--- src/rtl/div_ctrl.sv ---
// Iterative radix-2 restoring divider sequencer for DIV/DIVU.
// Takes an operand pair from Execute, holds busy for the hazard unit, then pulses done with HI/LO results.
module div_ctrl #(
  parameter int WIDTH = 32
) (
  input  logic             clk,
  input  logic             rst,
  input  logic             start_i,
  input  logic             signed_i,
  input  logic [WIDTH-1:0] opa_i,
  input  logic [WIDTH-1:0] opb_i,
  input  logic             cancel_i,
  output logic             busy_o,
  output logic             done_o,
  output logic [WIDTH-1:0] hi_o,
  output logic [WIDTH-1:0] lo_o
);

  localparam int CW = $clog2(WIDTH) + 1;

  typedef enum logic [2:0] {
    IDLE,
    PREP,
    RUN,
    FIX,
    DONE
  } stateT;

  stateT state, stateNext;

  logic [WIDTH-1:0] opA, opB;
  logic             isSigned;
  logic [WIDTH-1:0] absB;
  logic [WIDTH-1:0] quo, rem;
  logic             qSign, rSign;
  logic [CW-1:0]    counter;

  logic             aNeg, bNeg;
  logic [WIDTH-1:0] absAComb, absBComb;
  logic [WIDTH:0]   remShift;
  logic [WIDTH-1:0] remDiff;
  logic             remGe;

  // Magnitudes and the trial subtraction of one restoring step.
  always_comb begin
    aNeg     = isSigned & opA[WIDTH-1];
    bNeg     = isSigned & opB[WIDTH-1];
    absAComb = aNeg ? -opA : opA;
    absBComb = bNeg ? -opB : opB;
    remShift = {rem, quo[WIDTH-1]};
    remGe    = (remShift >= {1'b0, absB});
    remDiff  = remShift[WIDTH-1:0] - absB;
  end

  always_comb begin
    stateNext = state;
    case (state)
      IDLE: begin
        if (start_i && !cancel_i) stateNext = PREP;
      end
      PREP: begin
        if (cancel_i)            stateNext = IDLE;
        else if (opB == '0)      stateNext = DONE;
        else                     stateNext = RUN;
      end
      RUN: begin
        if (cancel_i)                 stateNext = IDLE;
        else if (counter == CW'(1))   stateNext = FIX;
      end
      FIX: begin
        if (cancel_i) stateNext = IDLE;
        else          stateNext = DONE;
      end
      DONE:    stateNext = IDLE;
      default: stateNext = IDLE;
    endcase
  end

  always_ff @(posedge clk) begin
    if (rst) state <= IDLE;
    else     state <= stateNext;
  end

  // Status flags are registered from the next state so they line up with the state they describe.
  always_ff @(posedge clk) begin
    if (rst) begin
      busy_o <= 1'b0;
      done_o <= 1'b0;
    end else begin
      busy_o <= (stateNext == PREP) || (stateNext == RUN) || (stateNext == FIX);
      done_o <= (stateNext == DONE);
    end
  end

  // Result registers are only written on a transition into DONE, so a cancel leaves them untouched.
  always_ff @(posedge clk) begin
    if (rst) begin
      opA      <= '0;
      opB      <= '0;
      isSigned <= 1'b0;
      absB     <= '0;
      quo      <= '0;
      rem      <= '0;
      qSign    <= 1'b0;
      rSign    <= 1'b0;
      counter  <= '0;
      hi_o     <= '0;
      lo_o     <= '0;
    end else begin
      case (state)
        IDLE: begin
          if (stateNext == PREP) begin
            opA      <= opa_i;
            opB      <= opb_i;
            isSigned <= signed_i;
          end
        end
        PREP: begin
          absB    <= absBComb;
          qSign   <= aNeg ^ bNeg;
          rSign   <= aNeg;
          rem     <= '0;
          quo     <= absAComb;
          counter <= CW'(WIDTH);
          if (stateNext == DONE) begin
            lo_o <= '1;
            hi_o <= opA;
          end
        end
        RUN: begin
          rem     <= remGe ? remDiff : remShift[WIDTH-1:0];
          quo     <= {quo[WIDTH-2:0], remGe};
          counter <= counter - CW'(1);
        end
        FIX: begin
          if (stateNext == DONE) begin
            lo_o <= qSign ? -quo : quo;
            hi_o <= rSign ? -rem : rem;
          end
        end
        default: ;
      endcase
    end
  end

endmodule

--- config.mk ---
export PLATFORM = sky130hd
export DESIGN_NAME = div_ctrl
export DESIGN_NICKNAME = d
export VERILOG_FILES = /design/src/rtl/div_ctrl.sv
export SDC_FILE = /design/constraint.sdc
export NUM_CORES = 1
export LEC_CHECK = 0
export CAP_MARGIN = 20
export CORE_ASPECT_RATIO = 1.75
export CORE_MARGIN = 1
export CORE_UTILIZATION = 35
export CTS_CLUSTER_DIAMETER = 30
export CTS_CLUSTER_SIZE = 8
export DETAILED_ROUTE_END_ITERATION = 6
export PLACE_DENSITY = 0.59
export SYNTH_ARGS = -nofsm -noshare
export SYNTH_HDL_FRONTEND = slang
export SYNTH_SLANG_ARGS = --single-unit
--- constraint.sdc ---
create_clock -name clk -period 4.38 [get_ports clk]
set_input_delay 1.314 -clock clk [delete_from_list [all_inputs] [get_ports clk]]
set_output_delay 1.314 -clock clk [all_outputs]
set_load 0.05 [all_outputs]
# After elaboration in Yosys (flattened, before gate mapping)
# Index checks and enable logic that the tools add are counted.
# totals
register_bits	238
out_inout_bits	66
wordCells	65
# classes
add_sub_neg	6
magnitude_cmp	1
n_eq_ne	10
mux	21
bitwise_logic	3
n_reduce_logical	10
# ops
cell	n
32-bit two-way mux	9
32-bit case mux with 2 select lines	4
32-bit negation	4
33-bit by 32-bit greater-or-equal comparator with 1-bit output	1
32-bit logical NOT	1
32-bit subtractor	1
3-bit two-way mux	6
3-bit by 2-bit equality test with 1-bit output, second input constant	4
3-bit case mux with 4 select lines	1
6-bit case mux with 2 select lines	1
3-bit by 1-bit equality test with 1-bit output, second input constant	2
6-bit by 1-bit equality test with 1-bit output, second input constant	1
6-bit by 1-bit subtractor with 6-bit output, second input constant	1
2-bit inequality test, second input constant	2
2-bit nonzero test	2
3-bit equality test, second input constant	1
3-bit logical NOT	1
3-bit AND reduction	1
1-bit bitwise AND	2
1-bit logical OR	2
2-bit AND reduction	1
1-bit logical AND	1
1-bit logical NOT	1
1-bit bitwise XOR	1

# Logic depth before layout (Yosys ltp)
# logic_depth
ltp_word	7
mapped_depth	14
mapped_depth_nobuf	13

# Worst setup path after synthesis
# OpenSTA, ideal clock, no wires.
# synth_timing
path_kind	flip-flop to flip-flop
from	register rem[25]
to	register rem[9]
t_arrival_ns	3.088
required_time_ns	4.293
slack_ns	1.205
stages_incl_launch_ff	13
n_path_buf	3
synth_period_minus_slack_ns	3.175
cell_sequence	dfxtp_1 ha_1 buf_2 a21o_1 a211o_1 a311oi_1 o21ai_0 a2111oi_2 or2_2 buf_2 clkbuf_1 a21oi_1 o31ai_1
# synth_between
elab_chain_cells	3
# synth_rtl
element	line	rtl
from (decl)	34	logic [WIDTH-1:0] quo, rem;
from (signal assigned)	131	rem <= remGe ? remDiff : remShift[WIDTH-1:0];
33-bit by 32-bit greater-or-equal comparator with 1-bit output	51	remGe = (remShift >= {1'b0, absB});
32-bit two-way mux	131	
32-bit case mux with 2 select lines	110	case (state)
# No other way between the ends.
# A chain may end at the register's enable or synchronous reset.

# Worst setup path after layout
# layout_timing
from	register quo[31]
to	register rem[26]
# layout_between
elab_chain_cells	3
# layout_rtl
element	line	rtl
from (decl)	34	
from (signal assigned)	123	quo <= absAComb;
from (signal assigned)	132	quo <= {quo[WIDTH-2:0], remGe};
32-bit subtractor / 33-bit by 32-bit greater-or-equal comparator with 1-bit output (equally long branches)	52, 51	
32-bit two-way mux (*)	131	
32-bit case mux with 2 select lines (*)	110	
# Every way passes the cells marked *; elsewhere a longest branch is shown, timed or not.

==> metrics.csv <==
stage,metric,value,unit
outcome,status,"complete, no violations",
sta,number of failing hold endpoints at the final stage,0,
sta,final clock skew,0.0244,ns
placement,total placed cells including tap cells,2240,
worst_setup_path,series of cell instances along the critical path,inv_1 -> ha_1 -> inv_1 -> fa_1 -> a211o_1 -> a211oi_1 -> o21ai_0 -> o21ai_0 -> a31oi_1 -> a221o_1 -> a21oi_1 -> xor2_1 -> o21ai_0,
power_and_ir_drop,leakage component of the power,6.09,nW
placement,HPWL Detailed,32.3,mm
worst_setup_path,"critical path fanouts, max",4,
cts,clock transition time at the flip-flop clock pins of the worst setup and hold paths,0.05,ns
synth,post-synth net total,1823,
worst_setup_path,worst path arrival time,4.04,ns
sta,fin crit period,3.63,ns
synth,total of warnings raised by yosys,0,
cells_and_area,area growth from synthesis to layout,23.9,%
sta,transition time of the tightest slew-check pin,1.02,ns
worst_setup_path,number of buffer and inverter stages on the critical path,2,
cells_and_area,nets,1918,
cts,number of hold buffers added after CTS,0,
sta,number of setup violations in the final report,0,
power_and_ir_drop,Pwr Total,6.46,mW
cts,Resized cells post-CTS,0,
die,die extent in x,149,microns
cells_and_area,count of inserted antenna diode cells,0,
routing,number of optimization iterations in the first detailed-route pass,5,
worst_setup_path,largest incremental delay on the critical path,0.49,ns
worst_hold_path,hold-critical path depth,2,
routing,Post-DRT Antenna Nets,0,
synth,area share of the leading cell type in the synthesized netlist,36.0,%
cts,later-pin clock latency in the skew report,0.55,ns
worst_setup_path,reg2reg setup slack,0.75,ns
synth,Yosys reg bits,238,
placement,weighted congestion reported at the end of routability-driven placement,0.904,
cts,CTS tree,yes,
synth,synthesized area divided by synthesized cell count,7.71,sq um
worst_setup_path,worst-case reg-to-reg path depth,13,
cells_and_area,layout cell share with drive strength beyond 1,6.05,%
power_and_ir_drop,"IR drop worst, VDD",0.266,mV
worst_setup_path,crit path launch type,register,
sta,RSZ-0062 raised after global routing,no,
routing,total number of vias,12600,
cts,Post-CTS Repair Setup Buffers,0,
synth,Synth cell types,67,
cells_and_area,Fill cells,3761,
sta,final count of pins violating max slew,0,
sta,Peak Freq,275,MHz
die,Die Ht,259,microns
routing,total wire length after detailed routing,42.8,mm
synth,cell types with the highest counts after synthesis,"nand2_1 (285), dfxtp_1 (238), a21oi_1 (190)",
worst_setup_path,Slowest cell on crit path,o21ai_0,
synth,Syn Std Cell Area,13200,sq um
global_routing,first-pass GRT wire length,65.9,mm
worst_setup_path,category of cells accounting for the largest share of critical-path delay,compound AO/OA/AOI/OAI gates,
synth,share of synthesized registers carrying an async set or reset,0,%
sta,Max-slew headroom,31.4,%
synth,top cells by area in the synthesized netlist,"dfxtp_1 (36%), nand2_1 (8.1%), a21oi_1 (7.2%)",
worst_setup_path,cell seen most often among critical-path stages,o21ai_0,
global_routing,antenna violations before repair,0,
cts,number of H-tree branching levels,2,
synth,most frequent cell after synthesis,nand2_1,
routing,count of unresolved DRC violations after routing,0,
placement,placement-stage cell area,15000,sq um
die,num ports,135,
sta,post-route clock period utilization,82.9,%
global_routing,GRT Residual Overflow,0,
flow_run,Maximum Capacitance Violations,0,
die,starting density of the core,35.7,%
die,row count,93,
global_routing,maximum number of pins on one net before global-route repair,111,
routing,Vias per Instance,5.47,
worst_setup_path,cell count along the critical path,13,
worst_hold_path,worst min path class,reg -> reg,
synth,sequential area share after synthesis,36.0,%
worst_setup_path,sort of element at the end of the critical path,register,
die,floorplan core area,37000,sq um
global_routing,combined global-route utilization of all metal layers,22.0,%
placement,total of buffers placed on input and output ports,134,
sta,total negative slack,0,ns
cts,TritonCTS buffer count,43,
worst_setup_path,Crit Path Category,reg -> reg,
power_and_ir_drop,P per Cell Area,394,nW/um^2
global_routing,via count of the first global-routing pass,12400,
cells_and_area,"count of placed standard cells in the final layout, fillers left out",2310,
synth,Synth area leader,dfxtp_1,
synth,predominant post-synthesis flop cell,dfxtp_1,
routing,starting DRC count in detailed routing,701,
synth,synthesized instance count,1715,
routing,drt wl/cell,18.5,microns
cells_and_area,"final std cell area, no fill",16400,sq um
die,full die area,38600,sq um
worst_setup_path,critical path required time,4.79,ns
synth,number of enable flip-flop cells after synthesis,0,
cts,maximum clock path buffer count,3,
cts,CTS root buffer,clkbuf_16,
cts,TritonCTS sink count,238,
cell type report:
| class | count | area [sq um] | share of cell area (%) |
|---|---|---|---|
| Clock inverter | 13 | 166 | 1.02 |
| Sequential cell | 238 | 4760 | 29.1 |
| Inverter | 52 | 195 | 1.19 |
| Timing Repair Buffer | 162 | 1580 | 9.64 |
| Tap cell | 475 | 594 | 3.63 |
| Multi-Input combinational cell | 1313 | 7850 | 47.9 |
| Clock buffer | 57 | 1230 | 7.52 |
cells by family (layout without fill, tap and decap cells):
group,Yosys count,in the layout,share of synthesized area (%)
muxes,16,16,1.21
buffers and inverters,164,284,4.78
and+or+nand+nor,590,590,19.7
AOI/OAI and AO/OA,536,536,25.8
DFF,238,238,36.0
adders and majority gates,39,39,3.75
xor gates and xnor gates,132,132,8.75
metal layers:
metal | GRT usage, % | wire length [microns] | vias to the layer above
li1 | - | - | 6294
met1 | 20.8 | 15000 | 5944
met2 | 42.7 | 23300 | 289
met3 | 2.39 | 1330 | 107
met4 | 15.9 | 3100 | 0
met5 | 0 | 0 | -
cells in the final DEF, fill, tap and decap left out, drive strengths merged, types with 9 or more instances in the layout:
master / instances
a211oi: 49
a21o: 26
a21oi: 190
a22oi: 31
a311oi: 31
a31oi: 9
a32oi: 9
and3: 15
buf: 29
clkbuf: 57
clkdlybuf4s50: 133
dfxtp: 238
ha: 38
inv: 53
mux2i: 16
nand2: 285
nand2b: 11
nand3: 22
nor2: 148
nor3: 28
nor4: 12
o211ai: 17
o21ai: 97
o31ai: 29
o41ai: 10
or3: 19
or4: 15
xnor2: 56
xor2: 76
metrics by stage:
stage	worst slack (ns)	utilization, %	hold slack, ns
floorplan	1.21	-	0.425
global placement	0.881	40.5	0.448
detailed placement	0.837	40.5	0.450
CTS	0.884	44.3	0.456
global route	0.559	44.3	0.475
finish	0.750	44.3	0.453
state kept, by name, indices dropped and copies added, names as in the netlist:
signal,cells
quo,32
isSigned,1
done_o,1
opB,32
qSign,1
lo_o,32
counter,6
absB,32
hi_o,32
rem,32
busy_o,1
rSign,1
opA,32
state,3
path summary, 6_finish.rpt:
| kind | startpoint | endpoint |
|---|---|---|
| setup / recovery | quo[31]$_SDFFE_PP0P_ | rem[26]$_SDFFE_PP0P_ |
| setup reg to reg | quo[31]$_SDFFE_PP0P_ | rem[26]$_SDFFE_PP0P_ |
| hold reg to reg | hi_o[11]$_SDFFE_PP0P_ | hi_o[11]$_SDFFE_PP0P_ |
| hold / removal | hi_o[11]$_SDFFE_PP0P_ | hi_o[11]$_SDFFE_PP0P_ |
worst reg2reg max path: stages (launching register included):
cell and delay (ns):
dfxtp_1 0.30, inv_1 0.12, ha_1 0.20, inv_1 0.06, fa_1 0.41, a211o_1 0.32
a211oi_1 0.25, o21ai_0 0.22, o21ai_0 0.49, a31oi_1 0.32, a221o_1 0.40, a21oi_1 0.19
xor2_1 0.16, o21ai_0 0.08
power by group:
part	switching [mW]	internal [mW]	total (mW)
Clock	1.12	2.13	3.24
Combinational	0.546	0.366	0.912
Sequential	0.0722	2.23	2.30
(Power assumes the default switching activity.)
